## src/rtl/ball_dir_ctrl_pkg.sv

```systemverilog
// Shared definitions for the ball direction controller.
//  - state_t      : controller FSM states (LOST is a separate flag, not a state)
//  - CMP_W        : width of the unsigned position comparisons
//  - TICK_W       : width of the tick counter and the step period
//  - sat_period() : shortens the step period, clamping at a floor
package ball_dir_ctrl_pkg;

    localparam int CMP_W  = 11;
    localparam int TICK_W = 20;

    typedef enum logic [1:0] {
        IDLE  = 2'd0,
        RUN   = 2'd1,
        CHECK = 2'd2,
        STEP  = 2'd3
    } state_t;

    // The compare is done one bit wider so that cur - step can never wrap
    // below zero before it is clamped to the floor.
    function automatic logic [TICK_W-1:0] sat_period(
        input logic [TICK_W-1:0] cur,
        input logic [TICK_W-1:0] step,
        input logic [TICK_W-1:0] floor_val
    );
        if ({1'b0, cur} < ({1'b0, floor_val} + {1'b0, step}))
            return floor_val;
        else
            return cur - step;
    endfunction

endpackage

```

## src/rtl/ball_tick_gen.sv

```systemverilog
// Ball step pacing counter.
// Counts clock cycles while not cleared and pulses tick_out on the cycle
// where the count reaches period-1; the count wraps to 0 on that same edge.
// Ports:
//  clk      in   clock
//  resetn   in   synchronous, active-low reset
//  clear    in   holds the count at 0 (asserted whenever the FSM is not in RUN)
//  period   in   cycles per tick
//  tick_out out  combinational one-cycle pulse on the wrapping cycle
module ball_tick_gen
    import ball_dir_ctrl_pkg::*;
(
    input  logic              clk,
    input  logic              resetn,
    input  logic              clear,
    input  logic [TICK_W-1:0] period,
    output logic              tick_out
);

    logic [TICK_W-1:0] count;

    // tick_out is combinational so the FSM can leave RUN on the very edge
    // where the count wraps.
    assign tick_out = !clear && (count == (period - 1'b1));

    // Free-running counter, held at zero while cleared.
    always_ff @(posedge clk) begin
        if (!resetn)
            count <= '0;
        else if (clear)
            count <= '0;
        else if (tick_out)
            count <= '0;
        else
            count <= count + 1'b1;
    end

endmodule

```

## src/rtl/ball_dir_ctrl.sv

```systemverilog
// Ball direction and step controller, sitting directly upstream of the
// ball position counters. Paces motion with ball_tick_gen and resolves
// wall, paddle and brick bounces once per tick.
// Optional feature macro: BALL_SPEEDUP_EN
//  When defined, each paddle bounce shortens the step period by TICK_STEP,
//  down to TICK_MIN. When undefined, the period is the constant TICK_DIV.
// Ports:
//  clk          in   clock
//  resetn       in   synchronous, active-low reset
//  go           in   serve request, sampled in IDLE
//  x, y         in   current ball position (integer part)
//  platx        in   paddle left edge
//  brick_hit_x  in   pulse: brick contact on a vertical face
//  brick_hit_y  in   pulse: brick contact on a horizontal face
//  enable       out  one-cycle step strobe to the position counters
//  x_du, y_du   out  direction, 1 = coordinate increments
//  plat_col     out  one-cycle pulse on a paddle bounce
//  ball_lost    out  high once the ball has dropped past the paddle
module ball_dir_ctrl
    import ball_dir_ctrl_pkg::*;
#(
    parameter int SCREEN_W  = 160,
    parameter int SCREEN_H  = 120,
    parameter int BALL_SIZE = 2,
    parameter int PLAT_Y    = 110,
    parameter int PLAT_SIZE = 20,
    parameter int TICK_DIV  = 833333,
    parameter int TICK_STEP = 41667,
    parameter int TICK_MIN  = 416667
)
(
    input  logic       clk,
    input  logic       resetn,
    input  logic       go,
    input  logic [9:0] x,
    input  logic [9:0] y,
    input  logic [9:0] platx,
    input  logic       brick_hit_x,
    input  logic       brick_hit_y,
    output logic       enable,
    output logic       x_du,
    output logic       y_du,
    output logic       plat_col,
    output logic       ball_lost
);

    localparam logic [CMP_W-1:0] X_MAX    = CMP_W'(SCREEN_W - BALL_SIZE);
    localparam logic [CMP_W-1:0] Y_MAX    = CMP_W'(SCREEN_H - BALL_SIZE);
    localparam logic [CMP_W-1:0] BALL_W   = CMP_W'(BALL_SIZE);
    localparam logic [CMP_W-1:0] PLAT_TOP = CMP_W'(PLAT_Y);
    localparam logic [CMP_W-1:0] PLAT_W   = CMP_W'(PLAT_SIZE);

    state_t            state;
    logic              brick_x;
    logic              brick_y;
    logic              tick;
    logic [TICK_W-1:0] period;
    logic              next_x_du;
    logic              next_y_du;
    logic              paddle_hit;
    logic              fall_out;
    logic [CMP_W-1:0]  x_w;
    logic [CMP_W-1:0]  y_w;
    logic [CMP_W-1:0]  platx_w;

    // Zero-extend so that x+BALL_SIZE and platx+PLAT_SIZE cannot wrap.
    assign x_w     = {1'b0, x};
    assign y_w     = {1'b0, y};
    assign platx_w = {1'b0, platx};

`ifdef BALL_SPEEDUP_EN
    // The counter is cleared outside RUN, so a shorter period only ever
    // applies from the start of the following tick.
    always_ff @(posedge clk) begin
        if (!resetn)
            period <= TICK_W'(TICK_DIV);
        else if (state == CHECK && paddle_hit)
            period <= sat_period(period, TICK_W'(TICK_STEP), TICK_W'(TICK_MIN));
    end
`else
    assign period = TICK_W'(TICK_DIV);
`endif

    ball_tick_gen u_tick (
        .clk      (clk),
        .resetn   (resetn),
        .clear    (state != RUN),
        .period   (period),
        .tick_out (tick)
    );

    // Bounce resolution for the CHECK cycle. Wall and paddle rules force a
    // direction and so take priority over a pending brick toggle; the two
    // axes are independent, so a corner flips both.
    always_comb begin
        paddle_hit = y_du
                     && ((y_w + BALL_W) == PLAT_TOP)
                     && ((x_w + BALL_W) > platx_w)
                     && (x_w < (platx_w + PLAT_W));
        fall_out   = y_du && (y_w >= Y_MAX) && !paddle_hit;

        if (x_du && (x_w >= X_MAX))
            next_x_du = 1'b0;
        else if (!x_du && (x_w == '0))
            next_x_du = 1'b1;
        else
            next_x_du = x_du ^ brick_x;

        if (!y_du && (y_w == '0))
            next_y_du = 1'b1;
        else if (paddle_hit)
            next_y_du = 1'b0;
        else if (fall_out)
            next_y_du = y_du;
        else
            next_y_du = y_du ^ brick_y;
    end

    // Controller FSM with registered outputs. enable is raised while leaving
    // STEP, so directions (updated leaving CHECK) are stable one cycle before
    // the strobe. LOST is a sticky flag parked in IDLE; only resetn clears it.
    // Brick flags are reloaded from the live pulse when leaving CHECK, which
    // clears them but keeps a pulse that lands in the CHECK cycle itself.
    always_ff @(posedge clk) begin
        if (!resetn) begin
            state     <= IDLE;
            x_du      <= 1'b1;
            y_du      <= 1'b0;
            enable    <= 1'b0;
            plat_col  <= 1'b0;
            ball_lost <= 1'b0;
            brick_x   <= 1'b0;
            brick_y   <= 1'b0;
        end else begin
            enable   <= 1'b0;
            plat_col <= 1'b0;

            case (state)
                IDLE: begin
                    if (go && !ball_lost)
                        state <= RUN;
                end
                RUN: begin
                    if (tick)
                        state <= CHECK;
                end
                CHECK: begin
                    x_du     <= next_x_du;
                    y_du     <= next_y_du;
                    plat_col <= paddle_hit;
                    if (fall_out) begin
                        ball_lost <= 1'b1;
                        state     <= IDLE;
                    end else begin
                        state <= STEP;
                    end
                end
                STEP: begin
                    enable <= 1'b1;
                    state  <= RUN;
                end
            endcase

            if (state == CHECK) begin
                brick_x <= brick_hit_x && !fall_out;
                brick_y <= brick_hit_y && !fall_out;
            end else if (state != IDLE && !ball_lost) begin
                if (brick_hit_x)
                    brick_x <= 1'b1;
                if (brick_hit_y)
                    brick_y <= 1'b1;
            end
        end
    end

endmodule
```

## config.mk

```make
export PLATFORM = sky130hd
export DESIGN_NAME = ball_dir_ctrl
export DESIGN_NICKNAME = d
export VERILOG_FILES = /design/src/rtl/ball_dir_ctrl_pkg.sv /design/src/rtl/ball_tick_gen.sv /design/src/rtl/ball_dir_ctrl.sv
export SDC_FILE = /design/constraint.sdc
export NUM_CORES = 1
export LEC_CHECK = 0
export CAP_MARGIN = 10
export CELL_PAD_IN_SITES_DETAIL_PLACEMENT = 0
export CELL_PAD_IN_SITES_GLOBAL_PLACEMENT = 1
export CORE_MARGIN = 3
export CORE_UTILIZATION = 35
export DETAILED_ROUTE_END_ITERATION = 10
export MAX_ROUTING_LAYER = met4
export PLACE_DENSITY_LB_ADDON = 0.1
export SLEW_MARGIN = 15
export SYNTH_ARGS = -nofsm -noshare
export SYNTH_HDL_FRONTEND = slang
export SYNTH_SLANG_ARGS = --single-unit
```

## constraint.sdc

```tcl
create_clock -name clk -period 3 [get_ports clk]
set_input_delay 0.3 -clock clk [delete_from_list [all_inputs] [get_ports clk]]
set_output_delay 0.3 -clock clk [all_outputs]
set_load 0.02 [all_outputs]
```

==> flow_summary.ini <==
[outcome]
outcome = complete, no violations

[timing]
finalWorstSetupSlack_ns = 0.440
setup_violations = 0
slew_headroom = 0.559
holdWs_ns = 0.461
worst_pin_slew_ns = 0.660
finalCriticalPeriod_ns = 2.56
fmax_ghz = 0.391
fin_skew_ns = 0.00715
rsz0062_at_grt = false
slew_violations = 0
finalCritPeriodShare = 0.853
tns_ns = 0
hold_viol = 0

[worst_setup_path]
reg2regPathDepth = 5
slowest_delay_ns = 0.55
required_ns = 3.16
worstSetupStartpoint = x[2]
worstPathCellList = clkdlybuf4s50_1 -> ha_1 -> and3_1 -> and3_1 -> xor2_1 -> ha_1 -> nand4_1 -> nor3_1 -> a21o_1 -> a2111oi_0 -> a211oi_1
path_class = in2reg
endpoint_kind = flop
cp-start-kind = primary input
crit_slowest_cell = clkdlybuf4s50_1
critPathMaxFanout = 5
r2r-start = u_tick.count[2]
r2r_end = u_tick.count[9]
reg2reg_slack_ns = 0.97
arrival_ns = 2.72

[floorplan]
rows = 27
die_height_um = 84.1
fp.dieArea_sq_um = 7080
die_width_um = 84.1
io-pin-count = 40
initial_core_util = 0.374
core_sq_um = 5710

[clock_tree]
insertion_delay_ns = 0.28
hold_buffers = 0
cts_tree = yes
htreeDepth = 2
cts-root-buf = clkbuf_8
post_cts_resized = 0
clk_path_buf_depth = 2
cts-buffers-inserted = 5
cts_setup_buffers = 0
path_clk_slew_ns = 0.06
cts_sinks = 29

[synth]
synthArstFlopShare = 0
yosysWarnings = 0
ys_types = 43
syn-instance-count = 258
synth_area_per_cell_sq_um = 8.28
synth-seq-cells = 29
syn_area_sq_um = 2140
synth_edf_count = 0
ys_seq_area_frac = 0.272
synth_fp_nets = 321
ys.flop_type = dfxtp_1

[grt]
use_met1 = 0.176
grt_usage = 0.146
grt_util_met3 = 0.0265
grt_pass1_wl_mm = 8.37
grt_pass1_vias = 1914
antenna_found_initial = 0
grt-ovfl-total = 0
grt-busiest-layer = met2
grtUsageMet2 = 0.247
grt_max_degree = 20

[power_and_ir_drop]
power_leakage_nw = 1.08
powerDensity_nw_per_um2 = 394
vdd_drop_max_uv = 415

[placed_design]
dpl.hpwl_mm = 3.95
pre_cts_ws_ns = 0.128
port_buffers = 39
place_congestion = 0.800
placed_area_sq_um = 2670

[finish]
nets = 372
final_area_sq_um = 2780
n_antenna_cell = 0
final_cell_mix = clkdlybuf4s50_1 (39), nor2_1 (30), dfxtp_1 (29)
mostFrequentLayoutCell = clkdlybuf4s50_1
area_growth_pct = 30.2
drive_gt1_frac = 0.0548

[min_path]
whs_path_depth = 1
hold_start = u_tick.count[0]
holdCritPathClass = reg2reg
hold_path_end = u_tick.count[0]

[drt]
wl_per_cell_um = 12.8
detail-route-antenna-nets = 0
drc = 0
drtIter0Drc = 58
drt_first_pass_iters = 4
finalWirelength_mm = 4.91
vias_per_cell = 5.19
vias = 1984

[job]
maxCapViolCount = 0
==> cells in the mapped netlist, drive strengths merged, types with 5 or more instances <==
| cell type | instances | area (sq um) |
|---|---|---|
| nor2 | 30 | 113 |
| dfxtp | 29 | 581 |
| ha | 28 | 350 |
| inv | 18 | 67.6 |
| xor2 | 16 | 140 |
| xnor2 | 15 | 131 |
| a21oi | 14 | 70.1 |
| nand2 | 14 | 52.6 |
| nand4 | 13 | 81.3 |
| nand3 | 11 | 55.1 |
| and3 | 7 | 43.8 |
| o21ai | 7 | 35.0 |
| and4 | 5 | 43.8 |
==> critical path, delay by kind of cell <==
| family | cells | cell delay (ns) |
|---|---|---|
| AO/OA/AOI/OAI | 3 | 0.67 |
| AND/OR/NAND/NOR | 4 | 0.59 |
| buffers and inverters | 1 | 0.55 |
| adder cells (fa/ha/maj) | 2 | 0.47 |
| XOR/XNOR | 1 | 0.15 |
==> power by group <==
group	internal [mW]	total [mW]	leakage [nW]	switching (mW)
Sequential	0.399	0.417	0.234	0.0172
Clock	0.270	0.416	0.0585	0.145
Combinational	0.132	0.263	0.786	0.131
==> state kept, by name, indices dropped and copies added (netlist names) <==
name          flops
ball_lost         1
brick_x           1
u_tick.count     20
state             2
brick_y           1
enable            1
y_du              1
x_du              1
plat_col          1
==> worst max path at each step <==
stage | end | slack [ns] | cells past startpoint
CTS | y_du | 0.42 | 11
detailed placement | y_du | 0.13 | 11
floorplan | y_du | 0.85 | 10
global route | plat_col | 0.26 | 10
finish | y_du | 0.44 | 11
global placement | y_du | 0.13 | 11
==> metrics by stage <==
step | instances | util | power [mW]
after floorplan | 258 | - | 0.576
after global placement | 374 | 0.467 | 0.690
after detailed placement | 374 | 0.467 | 0.689
after CTS | 382 | 0.487 | 1.11
after global routing | 382 | 0.487 | 1.16
final | 382 | 0.487 | 1.10
==> kinds of logic after synthesis <==
group / synth area share
AO/OA/AOI/OAI: 0.150
flip-flops: 0.272
XOR/XNOR: 0.127
adder cells (fa/ha/maj): 0.164
buffers and inverters: 0.0375
AND/OR/NAND/NOR: 0.249
==> area by class of cell <==
cell class | count | area, sq um
clock buffer | 7 | 86.3
clock inverter | 1 | 30.0
fill | 578 | 2930
inverter | 18 | 67.6
multi-input combinational | 208 | 1480
sequential | 29 | 581
tap | 72 | 90.1
timing repair buffer | 47 | 450
==> metal layers <==
metal | wire [um] | share of wire
met3 | 159 | 0.032
met4 | 55 | 0.011
met2 | 2390 | 0.49
met1 | 2310 | 0.47
met5 | 0 | 0
(Power assumes the default switching activity.)
